**config.mk**
```make
export PLATFORM = sky130hd
export DESIGN_NAME = stack_pointer_unit
export DESIGN_NICKNAME = d
export VERILOG_FILES = /design/src/rtl/stack_pointer_unit.sv
export SDC_FILE = /design/constraint.sdc
export NUM_CORES = 1
export LEC_CHECK = 0
export BUFFER_PORTS_ARGS = -buffer_cell sky130_fd_sc_hd__buf_2
export CORE_MARGIN = 8
export CORE_UTILIZATION = 49
export DETAILED_ROUTE_END_ITERATION = 10
export PLACE_DENSITY = 0.77
export SYNTH_ARGS = -nofsm -noshare
export SYNTH_HDL_FRONTEND = slang
export SYNTH_SLANG_ARGS = --single-unit
```
**constraint.sdc**
```tcl
create_clock -name clk -period 2.21 [get_ports clk]
set_clock_uncertainty 0.05 [all_clocks]
set_input_delay 0.1105 -clock clk [delete_from_list [all_inputs] [get_ports clk]]
set_output_delay 0.1105 -clock clk [all_outputs]
set_load 0.02 [all_outputs]
```
**src/rtl/stack_pointer_unit.sv**
```systemverilog
`default_nettype none
// ============================================================================
// Module      : stack_pointer_unit
// Description : Registered stack-pointer engine for the memory stage. Accepts
//               PUSH/POP bursts of 1..MAX_BURST words and emits one memory
//               beat per word, updating SP as each beat completes.
//               Optional macro SP_BOUNDS_CHECK_EN enables overflow/underflow
//               trapping with sticky exception flags.
// Revision    : 1.0 - initial release
// ============================================================================
module stack_pointer_unit #(
    parameter int                    ADDR_WIDTH  = 32,
    parameter logic [ADDR_WIDTH-1:0] SP_INIT     = 32'h000F_FFFF,
    parameter logic [ADDR_WIDTH-1:0] STACK_LIMIT = 32'h000F_FF00,
    parameter int                    MAX_BURST   = 2,
    localparam int                   LEN_W       = $clog2(MAX_BURST + 1)
) (
    input  logic                  clk,
    input  logic                  rst,
    input  logic                  op_valid,
    input  logic                  op_push,
    input  logic [LEN_W-1:0]      op_len,
    output logic                  op_ready,
    input  logic                  stall,
    output logic                  mem_valid,
    output logic                  mem_write,
    output logic [ADDR_WIDTH-1:0] mem_addr,
    output logic [LEN_W-1:0]      beat_idx,
    output logic                  beat_last,
    output logic [ADDR_WIDTH-1:0] sp,
    input  logic                  exc_clear,
    output logic                  exc_overflow,
    output logic                  exc_underflow
);

    typedef enum logic [0:0] {
        S_IDLE  = 1'b0,
        S_BURST = 1'b1
    } state_t;

    state_t                r_state;
    state_t                w_state_nxt;
    logic                  r_dir_push;
    logic [LEN_W-1:0]      r_len;
    logic [LEN_W-1:0]      r_beat_idx;
    logic [ADDR_WIDTH-1:0] r_sp;

    logic [LEN_W-1:0]      w_len_clamp;
    logic                  w_accept;
    logic                  w_len_nz;
    logic                  w_legal;
    logic                  w_start;
    logic                  w_beat_done;
    logic                  w_last;

    assign w_len_clamp = (op_len > LEN_W'(MAX_BURST)) ? LEN_W'(MAX_BURST) : op_len;
    assign w_accept    = op_valid && (r_state == S_IDLE);
    assign w_len_nz    = (w_len_clamp != '0);
    assign w_start     = w_accept && w_len_nz && w_legal;
    assign w_beat_done = (r_state == S_BURST) && !stall;
    assign w_last      = (r_beat_idx == (r_len - LEN_W'(1)));

`ifdef SP_BOUNDS_CHECK_EN
    // Widened operands; the push test is rearranged to sp+1 >= limit+len so
    // no intermediate value can borrow below zero.
    logic [ADDR_WIDTH:0] w_sp_ext;
    logic [ADDR_WIDTH:0] w_len_ext;
    logic                r_exc_ovf;
    logic                r_exc_unf;
    logic                w_ovf_set;
    logic                w_unf_set;

    assign w_sp_ext  = {1'b0, r_sp};
    assign w_len_ext = (ADDR_WIDTH+1)'(w_len_clamp);
    assign w_legal   = op_push
                     ? ((w_sp_ext + (ADDR_WIDTH+1)'(1)) >= ({1'b0, STACK_LIMIT} + w_len_ext))
                     : ((w_sp_ext + w_len_ext) <= {1'b0, SP_INIT});
    assign w_ovf_set = w_accept && w_len_nz && !w_legal && op_push;
    assign w_unf_set = w_accept && w_len_nz && !w_legal && !op_push;

    // Sticky exception flags; a new exception wins over a same-cycle clear
    always_ff @(posedge clk) begin
        if (rst) begin
            r_exc_ovf <= 1'b0;
            r_exc_unf <= 1'b0;
        end else begin
            if (exc_clear) begin
                r_exc_ovf <= 1'b0;
                r_exc_unf <= 1'b0;
            end
            if (w_ovf_set) r_exc_ovf <= 1'b1;
            if (w_unf_set) r_exc_unf <= 1'b1;
        end
    end

    assign exc_overflow  = r_exc_ovf;
    assign exc_underflow = r_exc_unf;
`else
    logic w_unused;

    assign w_legal       = 1'b1;
    assign exc_overflow  = 1'b0;
    assign exc_underflow = 1'b0;
    assign w_unused      = ^{exc_clear, STACK_LIMIT};
`endif

    // State register
    always_ff @(posedge clk) begin
        if (rst) r_state <= S_IDLE;
        else     r_state <= w_state_nxt;
    end

    // Next-state and beat outputs; mem_addr derives from registered SP so the
    // address and SP can never disagree within a cycle
    always_comb begin
        w_state_nxt = r_state;
        op_ready    = 1'b0;
        mem_valid   = 1'b0;
        mem_write   = 1'b0;
        mem_addr    = '0;
        beat_last   = 1'b0;
        case (r_state)
            S_IDLE: begin
                op_ready = 1'b1;
                if (w_start) w_state_nxt = S_BURST;
            end
            S_BURST: begin
                mem_valid = 1'b1;
                mem_write = r_dir_push;
                mem_addr  = r_dir_push ? r_sp : (r_sp + ADDR_WIDTH'(1));
                beat_last = w_last;
                if (w_beat_done && w_last) w_state_nxt = S_IDLE;
            end
            default: w_state_nxt = S_IDLE;
        endcase
    end

    // Burst bookkeeping and SP update, one step per completed beat
    always_ff @(posedge clk) begin
        if (rst) begin
            r_sp       <= SP_INIT;
            r_dir_push <= 1'b0;
            r_len      <= '0;
            r_beat_idx <= '0;
        end else if (w_start) begin
            r_dir_push <= op_push;
            r_len      <= w_len_clamp;
            r_beat_idx <= '0;
        end else if (w_beat_done) begin
            r_sp       <= r_dir_push ? (r_sp - ADDR_WIDTH'(1)) : (r_sp + ADDR_WIDTH'(1));
            r_beat_idx <= w_last ? '0 : (r_beat_idx + LEN_W'(1));
        end
    end

    assign beat_idx = r_beat_idx;
    assign sp       = r_sp;

endmodule
`default_nettype wire

```
==> results.md <==
* Number of register bits inferred by synthesis at 38
* Category of the most critical setup path: reg2out
* Final GP Congestion at 0.930
* Number of max-cap violations at 0
* Startpoint types: flip-flop
* # hold bufs at CTS at 0
* Worst-Margin Slew at 0.540 ns
* Share of the synthesized area in compound gates (AO/OA/AOI/OAI) at 0.0997
* Overall Global Routing Usage at 0.227
* Cell area power density at 583 nW/µm²
* Worst hold-check path type: in2reg
* Post-route antenna net violation count at 0
* Worst slew margin relative to its limit at 0.639
* Site Rows at 29
* Cell types with the largest area share after synthesis: sky130_fd_sc_hd__dfxtp_1 (24%), sky130_fd_sc_hd__nor2_1 (7.7%), sky130_fd_sc_hd__xnor2_1 (6.3%)
* Combinational family with the most area after synthesis: simple AND/OR/NAND/NOR gates
* Initial Util at 0.503
* FF-to-FF Start: sp[21]
* Floorplan Core Area at 6310 µm²
* I/O pin count at 80
* Wire length of the first global-routing pass at 17,100 µm
* Required time of the critical path at 2.05 ns
* Crit end category: primary output
* Die area at 9310 µm²
* Clock Sink Count at 38
* Max Slew Vio Count at 0
* Via Count at 3,768
* Adder-cell share of the synthesized area at 0.0158
* Clock tree from TritonCTS: done
* Remaining Overflow, GRT at 0
* Total routed wirelength at 11,100 µm
* Leakage power of the design at 1.88 nW
* Share of final-layout standard cells stronger than drive strength 1 at 0.427
* DR vias/cell at 5.96
* # setup viols final at 2
* Parity-gate share of the synthesized area counting xor and xnor cells at 0.119
* Worst setup path startpoint: sp[16]
* Leading area contributor after synthesis: sky130_fd_sc_hd__dfxtp_1
* Clock latency on the worst-skew pair at 0.30 ns
* Number of instances in the synthesized netlist at 423
* Shortest period the worst path allows at 2.29 ns
* Non-filler cells, final at 632
* YS warnings at 0
* First-pass detailed-route iteration total at 5
* Clock buffers created by TritonCTS at 5
* Status: finished, violations left
* Via count of the first global-routing pass at 3,551
* Mean Syn Cell Area at 7.50 µm²
* Violated checks: negative setup slack
* Number of levels the H-tree was split into at 2
* Height of the die at 96.5 µm
* Async S/R FF share, synth at 0
* Root buffer selected by CTS: sky130_fd_sc_hd__clkbuf_8
* Number of enable-type register cells in the synthesized netlist at 0
* Data arrival at the endpoint of the critical path at 2.13 ns
* Mux cell area share after synthesis at 0.0572
* Proportion of netlist area held by the largest area contributor at 0.240
* DRC violations left at 0
* IO buf count at 76
* Horizontal extent of the die at 96.5 µm
* Number of antenna violations at the first check in global routing at 0
* Antenna diode instance count at 0
* Setup slack after placement at 0.0284 ns
* Pin count of the biggest net entering global routing at 35
* Fmax at 436 MHz
* Area fraction in and, or, nand and nor cells after synthesis at 0.399
* Number of DRC markers in iteration 0 at 278
* Count of fill cells added during filler insertion at 496
* Setup repair after global routing missed its margin: true
* Main flop type after synthesis: sky130_fd_sc_hd__dfxtp_1
* Post-Synthesis Cell Area at 3170 µm²
* Crit-path max FO at 2
* Fin worst setup slack at -0.0828 ns
* Post-synthesis cell type count at 55
* VDD IR max at 509 µV
* Proportion of synthesized chip area in sequential cells at 0.240
* # nets final at 567
* Final Cycle Share at 1.04
* Clk slew on worst S/H paths at 0.08 ns
* Layout overhead on the synthesized area at 39.7%
* Final HPWL DP at 7820 µm
* Placed Cells at 610
* Hold path startpoint: op_push
* Average wire length per cell after detail routing at 17.5 µm
* Number of hold-slack violations in the final timing report at 0
* Clock buffer depth at 2
kinds of logic after synthesis:
family,after synthesis
simple gates,227
compound gates,47
buf+inv,46
xor+xnor,43
flops,38
mux,17
fa+ha+maj,4
other cells,1
critical path: stages, from the launching register on:
cell	delay, ns
sky130_fd_sc_hd__dfxtp_1	0.34
sky130_fd_sc_hd__nand4_1	0.13
sky130_fd_sc_hd__or4_4	0.60
sky130_fd_sc_hd__nor4_4	0.27
sky130_fd_sc_hd__xor2_1	0.21
sky130_fd_sc_hd__and2_1	0.17
sky130_fd_sc_hd__buf_6	0.12
path summary, 6_finish.rpt:
kind	cells past startpoint	slack, ns	to
max	6	-0.08	mem_addr[29]
min	3	0.002	r_dir_push
max reg2reg	6	-0.07	sp[30]
min reg2reg	2	0.49	r_len[1]
power by group:
part           leakage [nW]  total, mW  switching (mW)  internal, mW
logic                  1.53       1.33           0.759         0.569
registers             0.308      0.787          0.0582         0.728
clock network        0.0383      0.469           0.251         0.218
synthesized netlist by cell type, types with 12 or more instances:
library cell	instances
sky130_fd_sc_hd__xor2_1	20
sky130_fd_sc_hd__clkbuf_1	18
sky130_fd_sc_hd__nand4_1	13
sky130_fd_sc_hd__nor3_1	17
sky130_fd_sc_hd__xnor2_1	23
sky130_fd_sc_hd__nand2_1	27
sky130_fd_sc_hd__nor2_1	65
sky130_fd_sc_hd__nand3_1	23
sky130_fd_sc_hd__nor2b_1	15
sky130_fd_sc_hd__dfxtp_1	38
sky130_fd_sc_hd__buf_2	14
sky130_fd_sc_hd__a21oi_1	15
sky130_fd_sc_hd__o21ai_0	12
sky130_fd_sc_hd__nor4_1	12
state kept, by name, indices dropped and copies added (netlist names):
name and cells:
sp 32, beat_idx 2, r_len 2, r_dir_push 1
r_state 1
per-stage QoR:
stage	instance area, µm²	setup TNS [ns]	hold WS [ns]	total power [mW]	util
after floorplan	3210	-0.0532	0.208	1.54	-
final	4430	-0.154	0.00168	2.58	0.702
after CTS	4240	-0.120	0.00992	2.46	0.671
after global routing	4430	-0.503	0.0331	2.70	0.702
after detailed placement	4020	0	0.308	1.97	0.636
after global placement	4020	0	0.299	1.94	0.636
cell type report:
cell class                 instances  area (µm²)  area share
timing repair buffer             162        1060       0.239
inverter                           8        30.0     0.00677
sequential                        38         808       0.182
tap                               77        96.3      0.0217
multi-input combinational        340        2360       0.533
clock buffer                       7        76.3      0.0172
per-layer routing:
metal / wire, µm / GRT usage / part of all wire
met1: 4450 / 0.270 / 0.40
met2: 5450 / 0.400 / 0.49
met3: 832 / 0.0425 / 0.075
met4: 340 / 0.0782 / 0.031
met5: 0 / 0 / 0
repair_timing:
item / 4_1_cts / 5_1_grt
cloned: 0 / 0
pin swaps: 9 / 14
resized for setup: 28 / 37
setup buffers: 7 / 9
setup endpoints to repair: 12 / 23
placed cells by master (no fill, tap or decap), types with 7 or more instances in the layout:
cell type	count
sky130_fd_sc_hd__a21oi_1	15
sky130_fd_sc_hd__a32oi_1	7
sky130_fd_sc_hd__buf_2	71
sky130_fd_sc_hd__buf_4	84
sky130_fd_sc_hd__dfxtp_1	12
sky130_fd_sc_hd__dfxtp_2	20
sky130_fd_sc_hd__inv_1	7
sky130_fd_sc_hd__mux2i_1	8
sky130_fd_sc_hd__nand2_1	26
sky130_fd_sc_hd__nand3_1	19
sky130_fd_sc_hd__nand4_1	13
sky130_fd_sc_hd__nor2_1	63
sky130_fd_sc_hd__nor2b_1	15
sky130_fd_sc_hd__nor3_1	15
sky130_fd_sc_hd__nor4_1	8
sky130_fd_sc_hd__o21ai_0	12
sky130_fd_sc_hd__or3_1	7
sky130_fd_sc_hd__xnor2_1	22
sky130_fd_sc_hd__xor2_1	20
No activity file was read; power rests on OpenSTA's default activity.
